`src/rtl/song_pkg.sv`:
```
// Shared constants for the song player display path.
// Glyphs are active-low, bit 0 = segment a, bit 6 = segment g.
package song_pkg;

  localparam logic [6:0] SEG_BLANK = 7'h7F;
  localparam logic [6:0] SEG_DASH  = 7'h3F;
  localparam logic [6:0] SEG_1     = 7'h79;
  localparam logic [6:0] SEG_2     = 7'h24;
  localparam logic [6:0] SEG_3     = 7'h30;
  localparam logic [6:0] SEG_4     = 7'h19;
  localparam logic [6:0] SEG_5     = 7'h12;
  localparam logic [6:0] SEG_6     = 7'h02;
  localparam logic [6:0] SEG_7     = 7'h78;

  localparam logic [1:0] DIG_LOW  = 2'd0;
  localparam logic [1:0] DIG_MED  = 2'd1;
  localparam logic [1:0] DIG_HIGH = 2'd2;

  typedef enum logic {
    SCAN_BLANK = 1'b0,
    SCAN_ON    = 1'b1
  } scan_state_e;

endpackage

```
`src/rtl/seg7_decode.sv`:
```
// Note digit to active-low 7-segment glyph.
// 0 is a rest (blank), 1..7 are notes, anything else shows a dash.
module seg7_decode
  import song_pkg::*;
(
  input  logic [3:0] digit_i,
  output logic [6:0] seg_o
);

  // Pure lookup; out-of-range digits fall to the dash glyph
  always_comb begin
    seg_o = SEG_DASH;
    unique case (digit_i)
      4'd0:    seg_o = SEG_BLANK;
      4'd1:    seg_o = SEG_1;
      4'd2:    seg_o = SEG_2;
      4'd3:    seg_o = SEG_3;
      4'd4:    seg_o = SEG_4;
      4'd5:    seg_o = SEG_5;
      4'd6:    seg_o = SEG_6;
      4'd7:    seg_o = SEG_7;
      default: seg_o = SEG_DASH;
    endcase
  end

endmodule

```
`src/rtl/note_display.sv`:
```
// Synchronises and debounces the note bus, then scans it onto a
// 3-digit common-anode display with blanking between digits.
module note_display
  import song_pkg::*;
#(
  parameter int SCAN_DIV  = 6000,
  parameter int BLANK_CYC = 60,
  parameter int STABLE    = 4
) (
  input  logic       clk_6MHz,
  input  logic       rst,
  input  logic [3:0] high,
  input  logic [3:0] med,
  input  logic [3:0] low,
  output logic [2:0] an,
  output logic [6:0] seg,
  output logic       note_chg
);

  localparam int CW = (SCAN_DIV > 1) ? $clog2(SCAN_DIV) : 1;
  localparam int SW = $clog2(STABLE + 1);

  localparam logic [CW-1:0] SCAN_LAST = CW'(SCAN_DIV - 1);
  localparam logic [CW-1:0] BLANK_END = CW'(BLANK_CYC);
  localparam logic [SW-1:0] STAB_MAX  = SW'(STABLE);

  logic [11:0] note_w;
  logic [11:0] meta_q;
  logic [11:0] sync_q;
  logic [11:0] prev_q;
  logic [11:0] acc_q;
  logic [SW-1:0] stab_q, stab_d;
  logic        load_w;
  logic        chg_q;

  logic [CW-1:0] scan_cnt_q, scan_cnt_d;
  logic [1:0]    dig_q, dig_d;
  scan_state_e   state_q, state_d;

  logic [3:0] cur_dig_w;
  logic [6:0] dec_w;
  logic [2:0] an_d, an_q;
  logic [6:0] seg_d, seg_q;

  assign note_w = {high, med, low};

  // Stability counter: counts matching consecutive samples, saturating
  always_comb begin
    stab_d = '0;
    if (sync_q == prev_q) begin
      stab_d = (stab_q == STAB_MAX) ? stab_q : stab_q + 1'b1;
    end
  end

  assign load_w = (stab_d == STAB_MAX) && (sync_q != acc_q);

  // Two-flop synchroniser, history flop and accepted-note register
  always_ff @(posedge clk_6MHz or negedge rst) begin
    if (!rst) begin
      meta_q <= '0;
      sync_q <= '0;
      prev_q <= '0;
      stab_q <= '0;
      acc_q  <= '0;
      chg_q  <= 1'b0;
    end else begin
      meta_q <= note_w;
      sync_q <= meta_q;
      prev_q <= sync_q;
      stab_q <= stab_d;
      chg_q  <= load_w;
      if (load_w) acc_q <= sync_q;
    end
  end

  // Scan state register with slot counter and digit index
  always_ff @(posedge clk_6MHz or negedge rst) begin
    if (!rst) begin
      state_q    <= SCAN_BLANK;
      scan_cnt_q <= '0;
      dig_q      <= DIG_LOW;
    end else begin
      state_q    <= state_d;
      scan_cnt_q <= scan_cnt_d;
      dig_q      <= dig_d;
    end
  end

  // Next scan position; state tracks whether the slot is past blanking
  always_comb begin
    scan_cnt_d = scan_cnt_q + 1'b1;
    dig_d      = dig_q;
    if (scan_cnt_q == SCAN_LAST) begin
      scan_cnt_d = '0;
      dig_d      = (dig_q == DIG_HIGH) ? DIG_LOW : dig_q + 2'd1;
    end
    state_d = (scan_cnt_d < BLANK_END) ? SCAN_BLANK : SCAN_ON;
  end

  // Pick the accepted digit currently being scanned
  always_comb begin
    cur_dig_w = 4'd0;
    unique case (dig_q)
      DIG_LOW:  cur_dig_w = acc_q[3:0];
      DIG_MED:  cur_dig_w = acc_q[7:4];
      DIG_HIGH: cur_dig_w = acc_q[11:8];
      default:  cur_dig_w = 4'd0;
    endcase
  end

  seg7_decode u_dec (
    .digit_i (cur_dig_w),
    .seg_o   (dec_w)
  );

  // Output decode: all dark while blanking, one anode low when on
  always_comb begin
    an_d  = 3'b111;
    seg_d = SEG_BLANK;
    if (state_q == SCAN_ON) begin
      an_d  = ~(3'b001 << dig_q);
      seg_d = dec_w;
    end
  end

  // Registered drive of the display pins
  always_ff @(posedge clk_6MHz or negedge rst) begin
    if (!rst) begin
      an_q  <= 3'b111;
      seg_q <= SEG_BLANK;
    end else begin
      an_q  <= an_d;
      seg_q <= seg_d;
    end
  end

  assign an       = an_q;
  assign seg      = seg_q;
  assign note_chg = chg_q;

endmodule

```
`config.mk`:
```
export PLATFORM = sky130hd
export DESIGN_NAME = note_display
export DESIGN_NICKNAME = d
export VERILOG_FILES = /design/src/rtl/song_pkg.sv /design/src/rtl/seg7_decode.sv /design/src/rtl/note_display.sv
export SDC_FILE = /design/constraint.sdc
export NUM_CORES = 1
export LEC_CHECK = 0
export ABC_AREA = 1
export CAP_MARGIN = 20
export CORE_ASPECT_RATIO = 0.9
export CORE_MARGIN = 10
export CORE_UTILIZATION = 30
export CTS_BUF_LIST = sky130_fd_sc_hd__clkbuf_2 sky130_fd_sc_hd__clkbuf_4 sky130_fd_sc_hd__clkbuf_8
export DETAILED_ROUTE_END_ITERATION = 10
export GPL_ROUTABILITY_DRIVEN = 0
export PLACE_DENSITY_LB_ADDON = 0.08
export SYNTH_ARGS = -nofsm -noshare
export SYNTH_HDL_FRONTEND = slang
export SYNTH_SLANG_ARGS = --single-unit
export TNS_END_PERCENT = 10
```
`constraint.sdc`:
```
create_clock -name clk_6MHz -period 1.3 [get_ports clk_6MHz]
set_input_delay 0.13 -clock clk_6MHz [delete_from_list [all_inputs] [get_ports clk_6MHz]]
set_output_delay 0.13 -clock clk_6MHz [all_outputs]
set_load 0.02 [all_outputs]
```
=== Word level (Yosys, flattened, before mapping) ===
Memories as Yosys holds them, arrays and structs flattened.
Cells that the tools add are included.
Widths: inputs -> output; s select.

* Memory bits (read-only): 56
* Flip-flop bits (word level): 78
* Output and inout bits: 11
* Memories: 1
* Logic and storage cells: 36

* Muxes and demuxes: 9
* Magnitude comparators: 1
* Equal/unequal tests: 7
* Reduce and logical (&&, ||, !) cells: 2
* Bitwise operators: 1
* Add/sub/neg operators: 3
* Shifts and indexed selects: 1

{| class="wikitable"
|+ Memory list
! memory !! depth !! bits a word !! read ports !! clocked after Yosys merged registers in !! wr ports !! line !! source
|-
| (no name shown) || 8 || 7 || 1 || 0 || 0 || seg7_decode.sv:13 || <nowiki>unique case (digit_i)</nowiki>
|}

{| class="wikitable"
|+ Operator list
! operator !! number
|-
| $mux 7 || 2
|-
| $add 13x1->13 const B || 1
|-
| $eq 13x13->1 const B || 1
|-
| $lt 13x6->1 const B || 1
|-
| $mux 13 || 1
|-
| $eq 12x12->1 || 1
|-
| $ne 12x12->1 || 1
|-
| $pmux 4 s3 || 1
|-
| $mux 3 || 3
|-
| $eq 3x3->1 const B || 2
|-
| $add 3x1->3 const B || 1
|-
| $not 3->3 || 1
|-
| $shl 1x2->3 const A || 1
|-
| $add 2x1->2 const B || 1
|-
| $eq 2x1->1 const B || 1
|-
| $eq 2x2->1 const B || 1
|-
| $logic_not 2->1 || 1
|-
| $mux 2 || 1
|-
| $logic_and 1x1->1 || 1
|-
| $mux 1 || 1
|}

=== Depth between registers and ports, before layout ===
Gate-level depths: netlist of run 1.

* Depth after elaboration: 5
* Mapped depth: 12
* Gate-level depth less buffers: 12

=== By module ===
A second synthesis of run 1 with hierarchy kept.

* Cell total of the unflattened synthesis: 394
* Area, all modules: 3,513.4 um^2

{| class="wikitable"
|+ Modules (own cells, without submodules)
! module !! instances !! cells an instance !! seq. area each (um^2) !! area each (um^2)
|-
| note_display || 1 || 369 || 1,964.4 || 3,377.0
|-
| seg7_decode || 1 || 25 || 0.0 || 136.4
|}

=== Least setup slack after synthesis of run 1 ===
OpenSTA, ideal clock, no wires.

* Path type: register to register
* From: reg scan_cnt_q[0]
* To: reg state_q
* Cell stages (with the launch flop): 11
* Arrival time: 1.365 ns
* Library setup time: 0.119 ns
* Path slack: -0.184 ns
* Required time: 1.181 ns
* Path through: dfrtp_1 > ha_1 > nand2_1 > nor2_1 > nand2_1 > nor2_1 > or2_2 > nand3_1 > nand2_1 > nor2_1 > nand2_1

* Cells in the longest elaborated chain, start to end: 4

{| class="wikitable"
|+ RTL lines
! what !! line !! source
|-
| from (decl) || note_display.sv:36 || <nowiki>logic [CW-1:0] scan_cnt_q, scan_cnt_d;</nowiki>
|-
| from (signal assigned) || note_display.sv:84 || <nowiki>scan_cnt_q <= scan_cnt_d;</nowiki>
|-
| $add 13x1->13 / $eq 13x13->1 (equally long branches) || note_display.sv:91, note_display.sv:93 ||
|-
| $mux 13 (*) || note_display.sv:93 || <nowiki>if (scan_cnt_q == SCAN_LAST) begin</nowiki>
|-
| $lt 13x6->1 (*) || note_display.sv:97 || <nowiki>state_d = (scan_cnt_d < BLANK_END) ? SCAN_BLANK : SCAN_ON;</nowiki>
|-
| $mux 1 (*) || note_display.sv:97 ||
|-
| via state_d || note_display.sv:38 || <nowiki>scan_state_e state_q, state_d;</nowiki>
|-
| to (signal assigned) || note_display.sv:83 || <nowiki>state_q <= state_d;</nowiki>
|-
| to (decl) || note_display.sv:38 ||
|}

Mark *: on every way through the listed nets, which the timed path passes. The rest lies on a longest branch.
A chain may end at the register's enable or synchronous reset.

=== Worst setup path in the final report of run 1 ===
* From: reg scan_cnt_q[6]
* To: reg state_q

The elaborated chain is that of the path after synthesis.

==> results of run 1 <==
-- state kept, by name (all words and copies together), names as in the netlist --
signal	cells
state_q	1
scan_cnt_q	13
stab_q	3
an	3
sync_q	12
seg	7
dig_q	2
acc_q	12
prev_q	12
meta_q	12
note_chg	1
-- power by group through the flow --
stage               registers, W  clock network [W]   logic, W
global placement         0.00256                  0   0.000229
floorplan                0.00256                  0  0.0000680
detailed placement       0.00256                  0   0.000229
CTS                      0.00251            0.00193   0.000241
global route             0.00252            0.00206   0.000278
finish                   0.00251            0.00184   0.000244
-- timing repair --
action                                  in CTS  in global routing
gates resized for setup                     54                 46
endpoints found under the setup margin      45                 38
buffers inserted                             3                  3
hold endpoints to repair                    68                  0
hold buffers                                 1                  0
pin swaps                                   12                 22
-- layer usage --
metal	global-route usage	wire, microns
met5	0	0
met4	0.0403	94
met3	0.0323	303
met2	0.151	3370
met1	0.128	3620
-- critical path: cells and delay by family, from the launching register on --
family / cells / cell delay (ns)
AND/OR/NAND/NOR: 8 / 0.97
buffers and inverters: 1 / 0.12
flip-flops: 1 / 0.37
-- through the flow --
stage          hold slack (ns)   util  power (W)
6_report                 0.195  0.445    0.00460
5_1_grt                  0.180  0.445    0.00486
4_1_cts                  0.180  0.431    0.00469
3_5_place_dp            0.0371  0.400    0.00279
3_3_place_gp            0.0446  0.400    0.00279
2_1_floorplan           -0.166      -    0.00263
-- final cells by class --
class / instances / area, sq um
Clock buffer: 11 / 145
Clock inverter: 5 / 58.8
Fill cell: 1110 / 6050
Inverter: 67 / 254
Multi-Input combinational cell: 232 / 1340
Sequential cell: 78 / 1960
Tap cell: 152 / 190
Timing Repair Buffer: 105 / 898
-- cell usage after synthesis --
| library cell | instances |
|---|---|
| or2_2 | 2 |
| dfrtp_1 | 68 |
| nand4_2 | 1 |
| nand3_1 | 13 |
| inv_2 | 2 |
| nor3b_1 | 1 |
| xnor2_1 | 7 |
| nor3_1 | 3 |
| o21ai_0 | 10 |
| a21oi_1 | 2 |
| o221ai_1 | 1 |
| dfstp_2 | 10 |
| nand4_1 | 14 |
| buf_4 | 1 |
| nor2_4 | 1 |
| nor2_1 | 28 |
| nand3_2 | 2 |
| xor2_1 | 3 |
| inv_1 | 65 |
| ha_1 | 6 |
| nor3_2 | 1 |
| o211ai_1 | 2 |
| nand2_1 | 130 |
| o21ai_1 | 1 |
| buf_6 | 1 |
| nor2_2 | 3 |
| nand3b_1 | 1 |
| buf_2 | 3 |
-- how the worst max path moves through the flow --
stage / start / end / slack, ns
final: scan_cnt_q[6]$_DFF_PN0_ / state_q$_DFF_PN0_ / -0.26
after global routing: scan_cnt_q[1]$_DFF_PN0_ / state_q$_DFF_PN0_ / -0.38
after CTS: sync_q[8]$_DFF_PN0_ / acc_q[11]$_DFFE_PN0P_ / -0.22
after detailed placement: sync_q[1]$_DFF_PN0_ / acc_q[11]$_DFFE_PN0P_ / -0.28
after global placement: sync_q[1]$_DFF_PN0_ / acc_q[1]$_DFFE_PN0P_ / -0.26
after floorplan: sync_q[1]$_DFF_PN0_ / acc_q[9]$_DFFE_PN0P_ / -0.13
-- logic make-up (layout without fill, tap and decap cells) --
family,Yosys count,after routing,share of synthesized area
and+or+nand+nor,200,200,0.256
buffers and inverters,72,188,0.0849
xor gates and xnor gates,10,10,0.0261
adders and majority gates,6,6,0.0223
DFF,78,78,0.584
AOI/OAI and AO/OA,16,16,0.0264
==> results.cfg, run 1 <==
[pwr]
intPower_w = 0.00356
p_sw_w = 0.00104
p_seq_frac = 0.546
clkPwrFrac = 0.401
sw_frac_of_total = 0.226
p_leak_nw = 2.50
comb_power_share = 0.053
ir_drop_uv = 767
power_density_nw_per_um2 = 948

[placed_design]
place_area_sq_um = 4360
dp_hpwl_microns = 5380
dp_slack_ns = -0.277
io_buffers = 24
dp_cells = 627

[global_routing]
gr-usage-all-layers = 0.0994
grt_pass1_vias = 2705
grt-ovfl-total = 0
grt_max_degree = 43
grt_antenna_before_repair = 0
grt_pass1_wl_microns = 12800

[clock_network]
clock_sinks = 78
cts_root_buf = clkbuf_8
cts_max_path_buffers = 2
worst_skew_pair.late_latency_ns = 0.35
h-tree-depth = 3
path_clk_slew_ns = 0.09
numCtsBuffers = 9
cts_tree = yes

[status]
status = finished with violations
violations = setup timing

[drt]
routed_wl_microns = 7400
drt-pass1-iter-count = 4
via_per_inst = 4.08
wl_per_cell_microns = 11.4
first_iter_violations = 134
drtAntennaViolNets = 0
drc = 0
num_vias = 2653

[synthesis]
ys_seq_area_frac = 0.584
synth_top_area_share = 0.506
synth.cell_area_sq_um = 3360
syn_nets = 402
syn_inst = 382
yosysTopAreaCell = dfrtp_1
ys_ff_latch = 78
synth_warnings = 0
ys_types = 28
syn_area_per_cell_sq_um = 8.80
synth_area_leaders = dfrtp_1, nand2_1, dfstp_2

[setup_path]
reg2reg_depth = 9
r2r-end = state_q$_DFF_PN0_
crit_slowest_cell = dfrtp_1
crit_type = flop to flop
critical_path.cell_chain = nand2_1, nor3_1, nand4_4, inv_4, nor2_1, nand2_1, nand2_1, nor2_1, nand2_1
cpMostUsedCell = nand2_1
cp_max_fo = 4
startpoint_type = flop
worst_ep_required_time_ns = 1.54
end_kind = flop
rrSetupSlack_ns = -0.26
cpPeakStageDelay_ns = 0.37
r2r_start = scan_cnt_q[6]$_DFF_PN0_
arrival_ns = 1.80

[timing]
period_share = 1.20
fmaxAchievable_ghz = 0.639
max_slew_margin = 0.753
rsz0062_at_grt = yes
setup_tns_ns = -4.88
worst_slew_pin_slew_ns = 0.368
skew_ns = 0.0135
final-hold-violation-count = 0
setup_viol = 35
fin_ws_ns = -0.265
fin_crit_ns = 1.56
drv_slew = 0

[cells_and_area]
finalNonFillerCells = 650
layout_commonest_cell = nand2_1
final_cell_mix = nand2_1, buf_4, dfrtp_1, inv_1, nand2_2
fin_area_sq_um = 4850
diodes = 0
area_delta_synth_final_pct = 44.4
layout-drive-gt1-share = 0.376
nNetsFinal = 513

[floorplan]
fp-row-count = 36
die_area_sq_um = 15800
die_w_microns = 132
core_sq_um = 10900
chipHeight_microns = 120
start_util = 0.308
io_pins = 25

[job]
cap_violations = 0

[min_path]
hold_path.class = input pin to async pin
Note: power is estimated with default switching activity, not from simulation.
==> inputs of run 2 (changes only) <==
- RECOVER_POWER: unset -> 100
- SLEW_MARGIN: unset -> 20
==> run 2 against run 1 <==
Net effect:
- the flow still finishes with violations (setup timing)
- die area unchanged
- clock power about the same
- hold slack improved by 0.078 ns
- clock-buffer cell count is the same
- global-route usage is the same
- sequential share of layout area up 0.32 points
- register-to-register slack about the same
- flip-flop and latch count did not move
- utilization shrank 0.34 points
- critical path type unchanged
- largest cell class unchanged
- largest power group unchanged
==> results.cfg, run 2 (synthesis results as in run 1) <==
[setup_path]
startpoint_type = flop
cp_max_fo = 4
r2r_start = scan_cnt_q[6]$_DFF_PN0_
end_kind = flop
crit_type = flop to flop
critPathLaunch = scan_cnt_q[6]$_DFF_PN0_
arrival_ns = 1.81
worst_ep_required_time_ns = 1.54

[status]
status = finished with violations
violations = setup timing

[cells_and_area]
final_cell_mix = nand2_1, dfrtp_1, buf_4, inv_1
area_delta_synth_final_pct = 43.3
ff_latch_area_sq_um = 1960
diodes = 0
nFillCells = 1120
fin_area_sq_um = 4820
largest_reg_flops = 13
layout-drive-gt1-share = 0.363
layout_commonest_cell = nand2_1
nNetsFinal = 513
regMostFlops = scan_cnt_q
fin_util = 0.442
multi_input_area_sq_um = 1340

[floorplan]
die_w_microns = 132
io_pins = 25
core_sq_um = 10900
die_area_sq_um = 15800
start_util = 0.308
chipHeight_microns = 120
fp-row-count = 36

[timing]
final-hold-violation-count = 0
fin_crit_ns = 1.56
worst_slew_pin_slew_ns = 0.515
fmaxAchievable_ghz = 0.639
fin_ws_ns = -0.265
setup_viol = 35
max_slew_margin = 0.657
drv_slew = 0
rsz0062_at_grt = yes
skew_ns = 0.0137
hold_ws_ns = 0.273
period_share = 1.20

[clock_network]
path_clk_slew_ns = 0.08
cts_root_buf = clkbuf_8
worst_skew_pair.late_latency_ns = 0.35
clock_sinks = 78
cts_max_path_buffers = 2
h-tree-depth = 3
numCtsBuffers = 9
cts_tree = yes

[drt]
routed_wl_microns = 7390
first_iter_violations = 141
via_per_inst = 4.09
drt-pass1-iter-count = 4
num_vias = 2656
wl_per_cell_microns = 11.4
drtAntennaViolNets = 0
drc = 0

[placed_design]
dp_hpwl_microns = 5380
place_area_sq_um = 4360
io_buffers = 24
dp_slack_ns = -0.277

[global_routing]
gr-usage-all-layers = 0.0994
grt_pass1_vias = 2705
grt_pass1_wl_microns = 12800
grt_max_degree = 43
grt-ovfl-total = 0
grt_antenna_before_repair = 0

[min_path]
hold_path.class = input pin to async pin

[job]
cap_violations = 0

[pwr]
p_leak_nw = 2.48
power_density_nw_per_um2 = 952
power_w = 0.00459
ir_drop_uv = 764
-- run 2: cell types whose count changed in the layout (fill, tap and decap cells not counted) --
cell             change
clkdlybuf4s50_1     -12
dlygate4sd3_1       +12
buf_4                -8
clkbuf_1             +5
clkbuf_2             +3
buf_12               -1
buf_6                +1
nand2_1              +1
nand2_2              -1
-- run 2: report_power, final --
group	leakage [nW]	internal [W]	switching [W]
registers	0.957	0.00248	0.0000315
logic	1.42	0.0000979	0.000126
clock network	0.0990	0.000961	0.000889
-- run 2: repair_timing --
action	4_1_cts	5_1_grt
pin swaps	12	22
hold endpoints to repair	68	0
buffers inserted	3	3
resized for setup	54	46
setup endpoints to repair	45	38
hold buffers	1	0
-- run 2: layout make-up --
class / instances / share of cell area
Clock inverter: 5 / 0.0122
Sequential cell: 78 / 0.408
Multi-Input combinational cell: 232 / 0.278
Timing Repair Buffer: 105 / 0.179
Clock buffer: 11 / 0.0301
Inverter: 67 / 0.0527
Tap cell: 152 / 0.0395
-- run 2: worst paths after layout --
kind	to	slack, ns	cells after the start
max in group asynchronous	sync_q[4]$_DFF_PN0_	0.27	3
worst max-delay path	state_q$_DFF_PN0_	-0.26	9
worst min register to register	sync_q[10]$_DFF_PN0_	0.35	0
worst max register to register	state_q$_DFF_PN0_	-0.26	9
min in group clk_6MHz	meta_q[7]$_DFF_PN0_	0.32	1
worst min-delay path	acc_q[11]$_DFFE_PN0P_	0.27	2
-- run 2: critical path, cell delays in order (launching register included) --
cell     delay, ns
dfrtp_1       0.37
nand2_1       0.10
nor3_1        0.31
nand4_4       0.19
inv_4         0.12
nor2_1        0.04
nand2_1       0.10
nand2_1       0.06
nor2_1        0.11
nand2_1       0.06
-- run 2: metrics by stage --
stage	instances	TNS, ns
2_1_floorplan	382	-1.42
3_3_place_gp	627	-5.18
3_5_place_dp	627	-5.37
4_1_cts	647	-4.37
5_1_grt	650	-9.25
6_report	650	-4.91
-- run 2: layer usage --
layer  vias to the layer above  wire length (microns)  track usage  part of all wire
li1                       1387                      -            -                 -
met1                      1234                   3600        0.128              0.49
met2                        29                   3390        0.151              0.46
met3                         6                    303       0.0323             0.041
met4                         0                     94       0.0403             0.013
met5                         -                      0            0                 0
